`config.mk`:
```
export PLATFORM = sky130hd
export DESIGN_NAME = accel_bus_port_flat
export DESIGN_NICKNAME = d
export VERILOG_FILES = /design/src/rtl/accel_bus_port_if.sv /design/src/rtl/accel_bus_port.sv /design/src/flat_wrapper.sv
export SDC_FILE = /design/constraint.sdc
export NUM_CORES = 1
export LEC_CHECK = 0
export CAP_MARGIN = 20
export CORE_MARGIN = 5
export CORE_UTILIZATION = 63
export DETAILED_ROUTE_END_ITERATION = 12
export PLACE_DENSITY = 0.84
export SLEW_MARGIN = 30
export SYNTH_ARGS = -nofsm -noshare
export SYNTH_HDL_FRONTEND = slang
export SYNTH_SLANG_ARGS = --single-unit
export TNS_END_PERCENT = 10
```
`constraint.sdc`:
```
create_clock -name clk -period 9.5 [get_ports clk]
set_input_delay 1.9 -clock clk [delete_from_list [all_inputs] [get_ports clk]]
set_output_delay 1.9 -clock clk [all_outputs]
set_load 0.05 [all_outputs]
```
`src/rtl/accel_bus_port_if.sv`:
```
// accel_bus_port_if: CPU-side and accelerator-side bus signals of the
// accelerator bus endpoint. The endpoint (accel_bus_port) connects through the
// slave modport. The driving side (CPU and accelerator) uses the master modport.
interface accel_bus_port_if;
    // CPU write path
    logic        cpu_wr_en;
    logic [15:0] cpu_wr_data;
    // CPU read path
    logic        cpu_rd_en;
    logic        cpu_rd_sel;
    logic [15:0] cpu_rd_data;
    logic        cpu_busy;
    // Command stream towards the accelerator
    logic        cmd_valid;
    logic        cmd_ready;
    logic [15:0] cmd_data;
    logic        cmd_first;
    logic        cmd_last;
    // Result stream from the accelerator
    logic        res_valid;
    logic        res_ready;
    logic [15:0] res_data;

    modport slave (
        input  cpu_wr_en, cpu_wr_data, cpu_rd_en, cpu_rd_sel, cmd_ready,
               res_valid, res_data,
        output cpu_rd_data, cpu_busy, cmd_valid, cmd_data, cmd_first,
               cmd_last, res_ready
    );

    modport master (
        output cpu_wr_en, cpu_wr_data, cpu_rd_en, cpu_rd_sel, cmd_ready,
               res_valid, res_data,
        input  cpu_rd_data, cpu_busy, cmd_valid, cmd_data, cmd_first,
               cmd_last, res_ready
    );
endinterface

```
`src/rtl/accel_bus_port.sv`:
```
// accel_bus_port: accelerator-side endpoint of the CPU accelerator bus.
// The command FIFO buffers CPU writes, which are framed into header/payload packets.
// The result FIFO buffers accelerator results, and its head word is returned
// combinationally on the CPU read path.
// Optional feature macro: ACCEL_BUS_STATUS_EN. When it is defined, the block adds
// the status word, cpu_rd_sel decoding and the ovf/unf sticky flags.
module accel_bus_port #(
    parameter int CMD_DEPTH = 8,
    parameter int RES_DEPTH = 8
) (
    input  logic             clk,
    input  logic             rst_n,
    accel_bus_port_if.slave  bus
);
    localparam int CAW = $clog2(CMD_DEPTH);
    localparam int RAW = $clog2(RES_DEPTH);

    typedef enum logic [0:0] {ST_HDR = 1'b0, ST_PAY = 1'b1} state_e;

    // Storage and pointers. Each pointer carries an extra wrap bit.
    logic [15:0]  cmd_mem_q [CMD_DEPTH];
    logic [15:0]  res_mem_q [RES_DEPTH];
    logic [CAW:0] cmd_wp_q, cmd_wp_d, cmd_rp_q, cmd_rp_d, cmd_cnt_s;
    logic [RAW:0] res_wp_q, res_wp_d, res_rp_q, res_rp_d, res_cnt_s;
    logic         cmd_full_s, cmd_empty_s, cmd_push_s, cmd_pop_s;
    logic         res_full_s, res_empty_s, res_push_s, res_pop_s;
    logic [15:0]  cmd_head_s, rd_data_s, status_s;
    logic         rd_sel_s, cmd_first_s, cmd_last_s;
    state_e       state_q, state_d;
    logic [11:0]  rem_q, rem_d;

`ifdef ACCEL_BUS_STATUS_EN
    logic ovf_q, ovf_d, unf_q, unf_d;

    function automatic logic [3:0] sat4(input logic [15:0] cnt);
        return (cnt > 16'd15) ? 4'hF : cnt[3:0];
    endfunction

    assign rd_sel_s = bus.cpu_rd_sel;
    assign status_s = {cmd_full_s, res_empty_s, ovf_q, unf_q, 4'h0,
                       sat4(16'(cmd_cnt_s)), sat4(16'(res_cnt_s))};
`else
    logic unused_rd_sel_s;
    assign unused_rd_sel_s = bus.cpu_rd_sel;
    assign rd_sel_s        = 1'b0;
    assign status_s        = 16'h0000;
`endif

    assign cmd_cnt_s   = cmd_wp_q - cmd_rp_q;
    assign res_cnt_s   = res_wp_q - res_rp_q;
    assign cmd_full_s  = (cmd_cnt_s == (CAW+1)'(CMD_DEPTH));
    assign cmd_empty_s = (cmd_cnt_s == (CAW+1)'(0));
    assign res_full_s  = (res_cnt_s == (RAW+1)'(RES_DEPTH));
    assign res_empty_s = (res_cnt_s == (RAW+1)'(0));
    assign cmd_head_s  = cmd_mem_q[cmd_rp_q[CAW-1:0]];

    // Handshake decode and pointer advance. Fullness and emptiness come from the pre-edge pointers.
    always_comb begin
        cmd_push_s = bus.cpu_wr_en & ~cmd_full_s;
        cmd_pop_s  = ~cmd_empty_s & bus.cmd_ready;
        res_push_s = bus.res_valid & ~res_full_s;
        res_pop_s  = bus.cpu_rd_en & ~rd_sel_s & ~res_empty_s;
        cmd_wp_d   = cmd_push_s ? cmd_wp_q + (CAW+1)'(1) : cmd_wp_q;
        cmd_rp_d   = cmd_pop_s  ? cmd_rp_q + (CAW+1)'(1) : cmd_rp_q;
        res_wp_d   = res_push_s ? res_wp_q + (RAW+1)'(1) : res_wp_q;
        res_rp_d   = res_pop_s  ? res_rp_q + (RAW+1)'(1) : res_rp_q;
    end

    // Framing FSM next state, plus first/last flags for the word at the FIFO head.
    always_comb begin
        state_d     = state_q;
        rem_d       = rem_q;
        cmd_first_s = 1'b0;
        cmd_last_s  = 1'b0;
        case (state_q)
            ST_HDR: begin
                cmd_first_s = 1'b1;
                cmd_last_s  = ~cmd_empty_s & (cmd_head_s[11:0] == 12'd0);
                if (cmd_pop_s && (cmd_head_s[11:0] != 12'd0)) begin
                    rem_d   = cmd_head_s[11:0];
                    state_d = ST_PAY;
                end else begin
                    state_d = ST_HDR;
                end
            end
            ST_PAY: begin
                cmd_last_s = ~cmd_empty_s & (rem_q == 12'd1);
                if (cmd_pop_s) begin
                    rem_d   = rem_q - 12'd1;
                    state_d = (rem_q == 12'd1) ? ST_HDR : ST_PAY;
                end else begin
                    state_d = ST_PAY;
                end
            end
            default: begin
                state_d = ST_HDR;
                rem_d   = 12'd0;
            end
        endcase
    end

    // CPU read mux. A result read on an empty FIFO returns zero.
    always_comb begin
        rd_data_s = 16'h0000;
        if (rd_sel_s) begin
            rd_data_s = status_s;
        end else if (!res_empty_s) begin
            rd_data_s = res_mem_q[res_rp_q[RAW-1:0]];
        end else begin
            rd_data_s = 16'h0000;
        end
    end

    // Pointer and FSM registers. Reset flushes both FIFOs and drops any partial packet.
    always_ff @(posedge clk or negedge rst_n) begin
        if (!rst_n) begin
            cmd_wp_q <= '0;
            cmd_rp_q <= '0;
            res_wp_q <= '0;
            res_rp_q <= '0;
            state_q  <= ST_HDR;
            rem_q    <= 12'd0;
        end else begin
            cmd_wp_q <= cmd_wp_d;
            cmd_rp_q <= cmd_rp_d;
            res_wp_q <= res_wp_d;
            res_rp_q <= res_rp_d;
            state_q  <= state_d;
            rem_q    <= rem_d;
        end
    end

    // FIFO storage writes. The data arrays need no reset because the pointers gate every read.
    always_ff @(posedge clk) begin
        if (cmd_push_s) cmd_mem_q[cmd_wp_q[CAW-1:0]] <= bus.cpu_wr_data;
        if (res_push_s) res_mem_q[res_wp_q[RAW-1:0]] <= bus.res_data;
    end

`ifdef ACCEL_BUS_STATUS_EN
    // Sticky error flags. A status read clears them, but a set in the same cycle takes priority.
    always_comb begin
        ovf_d = (bus.cpu_wr_en & cmd_full_s) |
                (ovf_q & ~(bus.cpu_rd_en & rd_sel_s));
        unf_d = (bus.cpu_rd_en & ~rd_sel_s & res_empty_s) |
                (unf_q & ~(bus.cpu_rd_en & rd_sel_s));
    end

    // Sticky flag registers.
    always_ff @(posedge clk or negedge rst_n) begin
        if (!rst_n) begin
            ovf_q <= 1'b0;
            unf_q <= 1'b0;
        end else begin
            ovf_q <= ovf_d;
            unf_q <= unf_d;
        end
    end
`endif

    assign bus.cpu_rd_data = rd_data_s;
    assign bus.cpu_busy    = cmd_full_s;
    assign bus.cmd_valid   = ~cmd_empty_s;
    assign bus.cmd_data    = cmd_empty_s ? 16'h0000 : cmd_head_s;
    assign bus.cmd_first   = cmd_first_s;
    assign bus.cmd_last    = cmd_last_s;
    assign bus.res_ready   = ~res_full_s;
endmodule

```
`src/flat_wrapper.sv`:
```
// flat-port wrapper written by rule: the top's interface ports become plain ports
module accel_bus_port_flat 
#(
    parameter int CMD_DEPTH = 8,
    parameter int RES_DEPTH = 8
)
  (clk, rst_n, bus_cpu_wr_en, bus_cpu_wr_data, bus_cpu_rd_en, bus_cpu_rd_sel, bus_cmd_ready, bus_res_valid, bus_res_data, bus_cpu_rd_data, bus_cpu_busy, bus_cmd_valid, bus_cmd_data, bus_cmd_first, bus_cmd_last, bus_res_ready);
  accel_bus_port_if bus_i ();
  input  logic clk;
  input  logic rst_n;
  input wire logic [$bits(bus_i.cpu_wr_en)-1:0] bus_cpu_wr_en;
  input wire logic [$bits(bus_i.cpu_wr_data)-1:0] bus_cpu_wr_data;
  input wire logic [$bits(bus_i.cpu_rd_en)-1:0] bus_cpu_rd_en;
  input wire logic [$bits(bus_i.cpu_rd_sel)-1:0] bus_cpu_rd_sel;
  input wire logic [$bits(bus_i.cmd_ready)-1:0] bus_cmd_ready;
  input wire logic [$bits(bus_i.res_valid)-1:0] bus_res_valid;
  input wire logic [$bits(bus_i.res_data)-1:0] bus_res_data;
  output wire logic [$bits(bus_i.cpu_rd_data)-1:0] bus_cpu_rd_data;
  output wire logic [$bits(bus_i.cpu_busy)-1:0] bus_cpu_busy;
  output wire logic [$bits(bus_i.cmd_valid)-1:0] bus_cmd_valid;
  output wire logic [$bits(bus_i.cmd_data)-1:0] bus_cmd_data;
  output wire logic [$bits(bus_i.cmd_first)-1:0] bus_cmd_first;
  output wire logic [$bits(bus_i.cmd_last)-1:0] bus_cmd_last;
  output wire logic [$bits(bus_i.res_ready)-1:0] bus_res_ready;
  assign bus_i.cpu_wr_en = bus_cpu_wr_en;
  assign bus_i.cpu_wr_data = bus_cpu_wr_data;
  assign bus_i.cpu_rd_en = bus_cpu_rd_en;
  assign bus_i.cpu_rd_sel = bus_cpu_rd_sel;
  assign bus_i.cmd_ready = bus_cmd_ready;
  assign bus_i.res_valid = bus_res_valid;
  assign bus_i.res_data = bus_res_data;
  assign bus_cpu_rd_data = bus_i.cpu_rd_data;
  assign bus_cpu_busy = bus_i.cpu_busy;
  assign bus_cmd_valid = bus_i.cmd_valid;
  assign bus_cmd_data = bus_i.cmd_data;
  assign bus_cmd_first = bus_i.cmd_first;
  assign bus_cmd_last = bus_i.cmd_last;
  assign bus_res_ready = bus_i.res_ready;
  accel_bus_port #(.CMD_DEPTH(CMD_DEPTH), .RES_DEPTH(RES_DEPTH)) u_core (.clk(clk), .rst_n(rst_n), .bus(bus_i));
endmodule
```
==> impl_results.md, run 1 <==
- I/O Buffers: 74
- FF+latch count, synth: 285
- Initial DRC count: 659
- Initial antenna violation count: 0
- Max frequency: 0.145 GHz
- Post_cts resized: 0
- DIE WIDTH: 146 um
- Final period util: 72.4%
- Die span in y: 146 um
- Pwr per Cell Area: 370 mW/mm^2
- 1st-pass router iterations: 5
- Core area: 0.0181 sq mm
- Post-synthesis sequential area ratio: 72.2%
- Share of the synthesized area in the top cell type: 66.0%
- DRC: 0
- Hold Crit Start: u_core.cmd_wp_q[3]$_DFFE_PN0P_
- Crit path kind: register to output port
- Startpoint types: register
- Synth Flop Type: edfxtp_1
- Mean Syn Cell Area: 17.4 sq um
- GRT overflow: 0
- Hold WS: 0.494 ns
- Vias/cell: 6.33
- Num CTS Buffers: 27
- Global Route Usage Sum: 22.7%
- Maximum vdd drop: 0.000294 V
- Post-Syn Nets: 719
- Rel. slew slack: 37.4%
- Synth unique cells: 50
- Sinks on Clock Net: 285
- Syn Std Cell Area: 0.0116 sq mm
- Yosys top cell by area: edfxtp_1
- Hpwl dp: 14.3 mm
- Fin nets: 807
- Area grow syn2layout: 17.3%
- Post-synth top cells: edfxtp_1, nand2_1, mux4_2, nor2_1, a21oi_1
- P_leak: 4.62 nW
- RSZ-0062 raised after global routing: no
- RR Endpoint: u_core.res_mem_q[3][2]$_DFFE_PP_
- Vias in the first global route: 6,607
- Vias: 6,357
- Top-count cell post-synth: edfxtp_1
- Post CTS Setup Buffer Count: 0
- Die area: 0.0213 sq mm
- Largest net degree at the start of global routing: 37
- H-tree levels: 1
- Hold depth: 1
- Hold_buf cts: 0
- Final Hold Fails: 0
- Global-route wire length before repair: 37.4 mm
- Crit. End Element: output port
- Worst skew pair latency: 0.53 ns
- Min Tclk post-route: 6.88 ns
- Synth top area cells: edfxtp_1, mux4_2, dfrtp_1
- Worst r2r src: u_core.res_rp_q[2]$_DFFE_PN0P_
- Max Slew Vio Count: 0
- Place WS: 3.22 ns
- Warnings from Yosys: 0
- ANT nets after route: 0
- Root buf cell: clkbuf_16
- CTS tree: built
- Clk pin slew, worst setup/hold paths: 0.06 ns
- Inserted Diodes: 0
- R2R setup slack: 4.83 ns
- Worst EP required: 7.60 ns
- I/O pin count: 76
- Setup violators final: 0
- Routability cong.: 0.792
- Layout cell share with drive strength beyond 1: 18.4%
- EDFF count, synth: 256
- Crit-path max FO: 19
- Async S/R FF share, synth: 10.2%
- TNS Setup: 0 ns
- WP data arrival: 4.98 ns
- WL per Instance: 24.0 um
- Starting Density: 64.4%
- Hold EP: u_core.cmd_wp_q[3]$_DFFE_PN0P_
- Row count: 49
- Fin worst setup slack: 2.62 ns
- Total wire length: 24.1 mm
- Min-delay worst type: register to register
- Clock Path Buffers: 3
- Max cap viols: 0
- Clock skew: 0.0193 ns
- R2r worst-path depth: 8
- Actual slew at the worst max-slew pin: 0.939 ns
- Synth Instances: 668
- Status: finished clean
[layout make-up]
type                    instances  area (sq um)
flip-flops and latches        285          8420
fillers                       972          4420
multi-input cells             331          3110
repair buffers                 92           913
clock buffers                  36           729
well taps                     229           287
clock inverters                13           140
inverters                      19          71.3
[flip-flops by register name, summed over array words and instances (netlist names)]
name and cells:
u_core.state_q 1, u_core.res_wp_q 4, u_core.cmd_mem_q 128, u_core.cmd_wp_q 4
u_core.rem_q 12, u_core.cmd_rp_q 4, u_core.res_mem_q 128, u_core.res_rp_q 4
[power by group]
| part | internal [mW] | switching [mW] | total [mW] |
|---|---|---|---|
| Clock | 0.619 | 0.433 | 1.05 |
| Sequential | 1.61 | 0.195 | 1.81 |
| Combinational | 0.827 | 1.37 | 2.20 |
[placed cells by master (no fill, tap or decap), types with 4 or more instances in the layout]
master           netlist  routed
clkinv_2               0       6
inv_1                 16      16
nand2_1               66      66
nor2_1                37      36
buf_4                  3      12
nand2b_1               9       9
o21ai_0               14      14
mux4_2                64      64
dfrtp_1               29      26
ha_1                  12      12
clkbuf_1              18       7
mux2i_1               12      12
clkdlybuf4s50_1        0      74
nand3_1                5       5
buf_8                  0       4
nor3_1                14       8
xor2_1                 5       5
clkinv_1               2       5
xnor2_1               11      11
a21oi_1               31      31
nand4_1                5       5
clkbuf_16              0      27
edfxtp_1             256     256
nor3_4                 0       6
[kinds of logic (layout without fill, tap and decap cells)]
group | after synthesis | count (layout) | synth area share, %
xor+xnor | 16 | 16 | 1.20
simple gates | 157 | 157 | 6.16
mux | 79 | 79 | 13.7
flops | 285 | 285 | 72.2
fa+ha+maj | 12 | 12 | 1.29
compound gates | 67 | 67 | 3.44
buf+inv | 52 | 160 | 2.00
[worst max-delay path, stage by stage, from the launching register on]
cell and delay (ns):
dfrtp_1 0.91, clkinv_1 0.84, ha_1 0.61, a21oi_1 0.10, xnor2_1 0.28, and2_1 0.76, a21oi_1 0.16, clkdlybuf4s50_1 0.77
[stage by stage]
stage / power (mW) / std cells / util, % / instance area (sq um)
after floorplan: 3.29 / 668 / - / 11600
after global placement: 3.92 / 950 / 70.3 / 12700
after detailed placement: 4.00 / 951 / 70.4 / 12700
after CTS: 5.07 / 1000 / 75.2 / 13600
after global routing: 5.28 / 1005 / 75.6 / 13700
final: 5.06 / 1005 / 75.6 / 13700
[how the worst max path moves through the flow]
stage / cells after the start / end / start
2_1_floorplan: 11 / bus_cpu_rd_data[10] / u_core.res_rp_q[1]$_DFFE_PN0P_
4_1_cts: 7 / bus_cpu_rd_data[7] / u_core.res_rp_q[2]$_DFFE_PN0P_
3_3_place_gp: 7 / bus_cpu_rd_data[5] / u_core.res_rp_q[2]$_DFFE_PN0P_
3_5_place_dp: 7 / bus_cpu_rd_data[5] / u_core.res_rp_q[2]$_DFFE_PN0P_
5_1_grt: 7 / bus_cpu_rd_data[5] / u_core.res_rp_q[2]$_DFFE_PN0P_
6_report: 7 / bus_cpu_rd_data[5] / u_core.res_rp_q[2]$_DFFE_PN0P_
[layer usage]
metal  GRT usage [%]  wire length [um]  vias to the layer above
li1                -                 -                     2783
met3            4.27              1580                       41
met4            7.34               501                        0
met2            39.2             12700                      254
met1            29.6              9310                     3279
met5               0                 0                        -
Note: power is estimated with default switching activity, not from simulation.
==> run 2, diff against run 1 <==
--- a/config.mk
+++ b/config.mk
@@ -7,9 +7,9 @@
 export LEC_CHECK = 0
 export CAP_MARGIN = 20
 export CORE_MARGIN = 5
-export CORE_UTILIZATION = 63
+export CORE_UTILIZATION = 59
 export DETAILED_ROUTE_END_ITERATION = 12
-export PLACE_DENSITY = 0.84
+export PLACE_DENSITY = 0.8
 export SLEW_MARGIN = 30
 export SYNTH_ARGS = -nofsm -noshare
 export SYNTH_HDL_FRONTEND = slang
==> constraint.sdc (replaced) <==
create_clock -name clk -period 6.8 [get_ports clk]
set_input_delay 1.36 -clock clk [delete_from_list [all_inputs] [get_ports clk]]
set_output_delay 1.36 -clock clk [all_outputs]
set_load 0.05 [all_outputs]
==> run 2 against run 1 <==
- wire length rose by 3.7%
- sequential share of layout area decreased by 0.45 points
- hold slack worse by 0.0046 ns
- die area grew 6.3%
- largest cell class unchanged
- utilization decreased by 4.8 points
- combinational power up 45%
- first-iteration DRC count shrank 16%
- largest power group unchanged
- non-clock buffer count up 8
- power grew 41%
- clock skew decreased by 0.011 ns
==> impl_results.md, run 2 (same netlist as run 1, synthesis figures left out) <==
- Placed Area: 0.0128 sq mm
- Sinks on Clock Net: 285
- Vias/cell: 6.10
- CTS tree: built
- Final period util: 87.6%
- Crit. End Element: output port
- Core area: 0.0195 sq mm
- Max cap viols: 0
- Initial DRC count: 553
- Num CTS Buffers: 28
- WP data arrival: 4.60 ns
- Status: finished clean
- Setup violators final: 0
- H-tree levels: 1
- Clock power frac: 20.7%
- Switching part of the total: 39.6%
- Worst EP required: 5.44 ns
- Clock Path Buffers: 3
- Routability cong.: 0.850
- Vias in the first global route: 6,600
- Min-delay worst type: register to register
- Maximum vdd drop: 0.000414 V
- Comb pwr share: 44.5%
- Worst skew pair latency: 0.53 ns
- Most frequent cells in the layout: edfxtp_1, clkdlybuf4s50_1, nand2_1
- Rel. slew slack: 35.8%
- Layout cell share with drive strength beyond 1: 18.8%
- Area grow syn2layout: 18.2%
- Total wire length: 25.0 mm
- Max Slew Vio Count: 0
- DIE WIDTH: 151 um
- Vias: 6,369
- Clock skew: 0.00856 ns
- Crit-path max FO: 15
- Actual slew at the worst max-slew pin: 0.963 ns
- Largest net degree at the start of global routing: 37
- Clk pin slew, worst setup/hold paths: 0.06 ns
- Most common cell after layout, fill and taps aside: edfxtp_1
- ANT nets after route: 0
- 1st-pass router iterations: 5
- Int Pwr: 4.31 mW
- Initial antenna violation count: 2
- Hpwl dp: 14.8 mm
- I/O pin count: 76
- Final Hold Fails: 0
- Global Route Usage Sum: 22.3%
- Global-route wire length before repair: 38.0 mm
- Pwr per Cell Area: 519 mW/mm^2
- DRC: 0
- Root buf cell: clkbuf_16
- GRT overflow: 0
- P_leak: 4.65 nW
- Flop pwr share: 34.7%
- Max frequency: 0.168 GHz
- Startpoint types: register
- Sw Pwr: 2.83 mW
- Min Tclk post-route: 5.96 ns
- Fin area: 0.0138 sq mm
- Post_cts resized: 0
- I/O Buffers: 74
- Starting Density: 59.9%
- TNS Setup: 0 ns
- Die span in y: 151 um
- Die area: 0.0227 sq mm
- Hold_buf cts: 0
- Fin util: 70.7%
- WL per Instance: 23.9 um
- RSZ-0062 raised after global routing: no
- Crit path kind: register to output port
- Row count: 51
- Post CTS Setup Buffer Count: 0
- Fin nets: 816
[run 2: cell types whose count changed in the layout (fill, tap and decap cells not counted), moves of 2 or more]
cell and delta:
clkinv_1 +2, clkbuf_8 -2, clkbuf_16 +2, clkinv_2 -4
clkinvlp_4 +2, clkbuf_1 -5, buf_4 +7
[run 2: metal layers]
layer  wire (um)  vias up  global-route usage, %
met2       13100      265                   37.9
met3        1730       44                   3.88
met1        9670     3254                   30.0
met4         514        2                   6.45
li1            -     2804                      -
met5          12        -                      0
[run 2: critical path: stages (launching register included)]
cell	delay [ns]
dfrtp_2	0.68
buf_4	0.35
mux4_2	0.52
mux2i_1	0.50
nand4_1	0.18
or3_1	0.60
nor2_4	0.24
nor2_1	0.07
nor2_1	0.10
clkdlybuf4s50_1	0.81
[run 2: final cells by class]
class,count,area (sq um)
tap,265,332
inverter,19,71.3
sequential,285,8420
clock inverter,12,134
multi-input combinational,331,3100
antenna,1,2.50
clock buffer,31,733
timing repair buffer,100,977
fill,1176,5700
[run 2: path summary, 6_finish.rpt]
path                       depth (start not counted)                           start                               end  slack (ns)
max                                                9  u_core.cmd_rp_q[0]$_DFFE_PN0P_                      bus_cmd_last        0.84
min in group asynchronous                          2                           rst_n    u_core.res_rp_q[1]$_DFFE_PN0P_        1.22
max reg2reg                                        9  u_core.cmd_rp_q[2]$_DFFE_PN0P_  u_core.cmd_mem_q[0][9]$_DFFE_PP_        2.89
min reg2reg                                        1  u_core.res_wp_q[3]$_DFFE_PN0P_    u_core.res_wp_q[3]$_DFFE_PN0P_        0.49
max in group asynchronous                          2                           rst_n    u_core.cmd_rp_q[1]$_DFFE_PN0P_        5.28
min                                                1  u_core.res_wp_q[3]$_DFFE_PN0P_    u_core.res_wp_q[3]$_DFFE_PN0P_        0.49
[run 2: power groups by stage]
stage / sequential (mW) / clock, mW / combinational [mW]
floorplan: 2.37 / 0 / 2.23
global placement: 2.47 / 0 / 3.04
detailed placement: 2.51 / 0 / 3.13
CTS: 2.48 / 1.50 / 3.16
global route: 2.51 / 1.58 / 3.36
finish: 2.48 / 1.48 / 3.18
[run 2: metrics by stage]
stage / power [mW] / worst slack, ns / hold slack [ns] / instances
after floorplan: 4.60 / 2.43 / 0.460 / 668
after global placement: 5.51 / 1.50 / 0.477 / 993
after detailed placement: 5.64 / 1.43 / 0.477 / 995
after CTS: 7.14 / 0.840 / 0.488 / 1038
after global routing: 7.45 / 0.650 / 0.496 / 1044
final: 7.14 / 0.842 / 0.489 / 1044
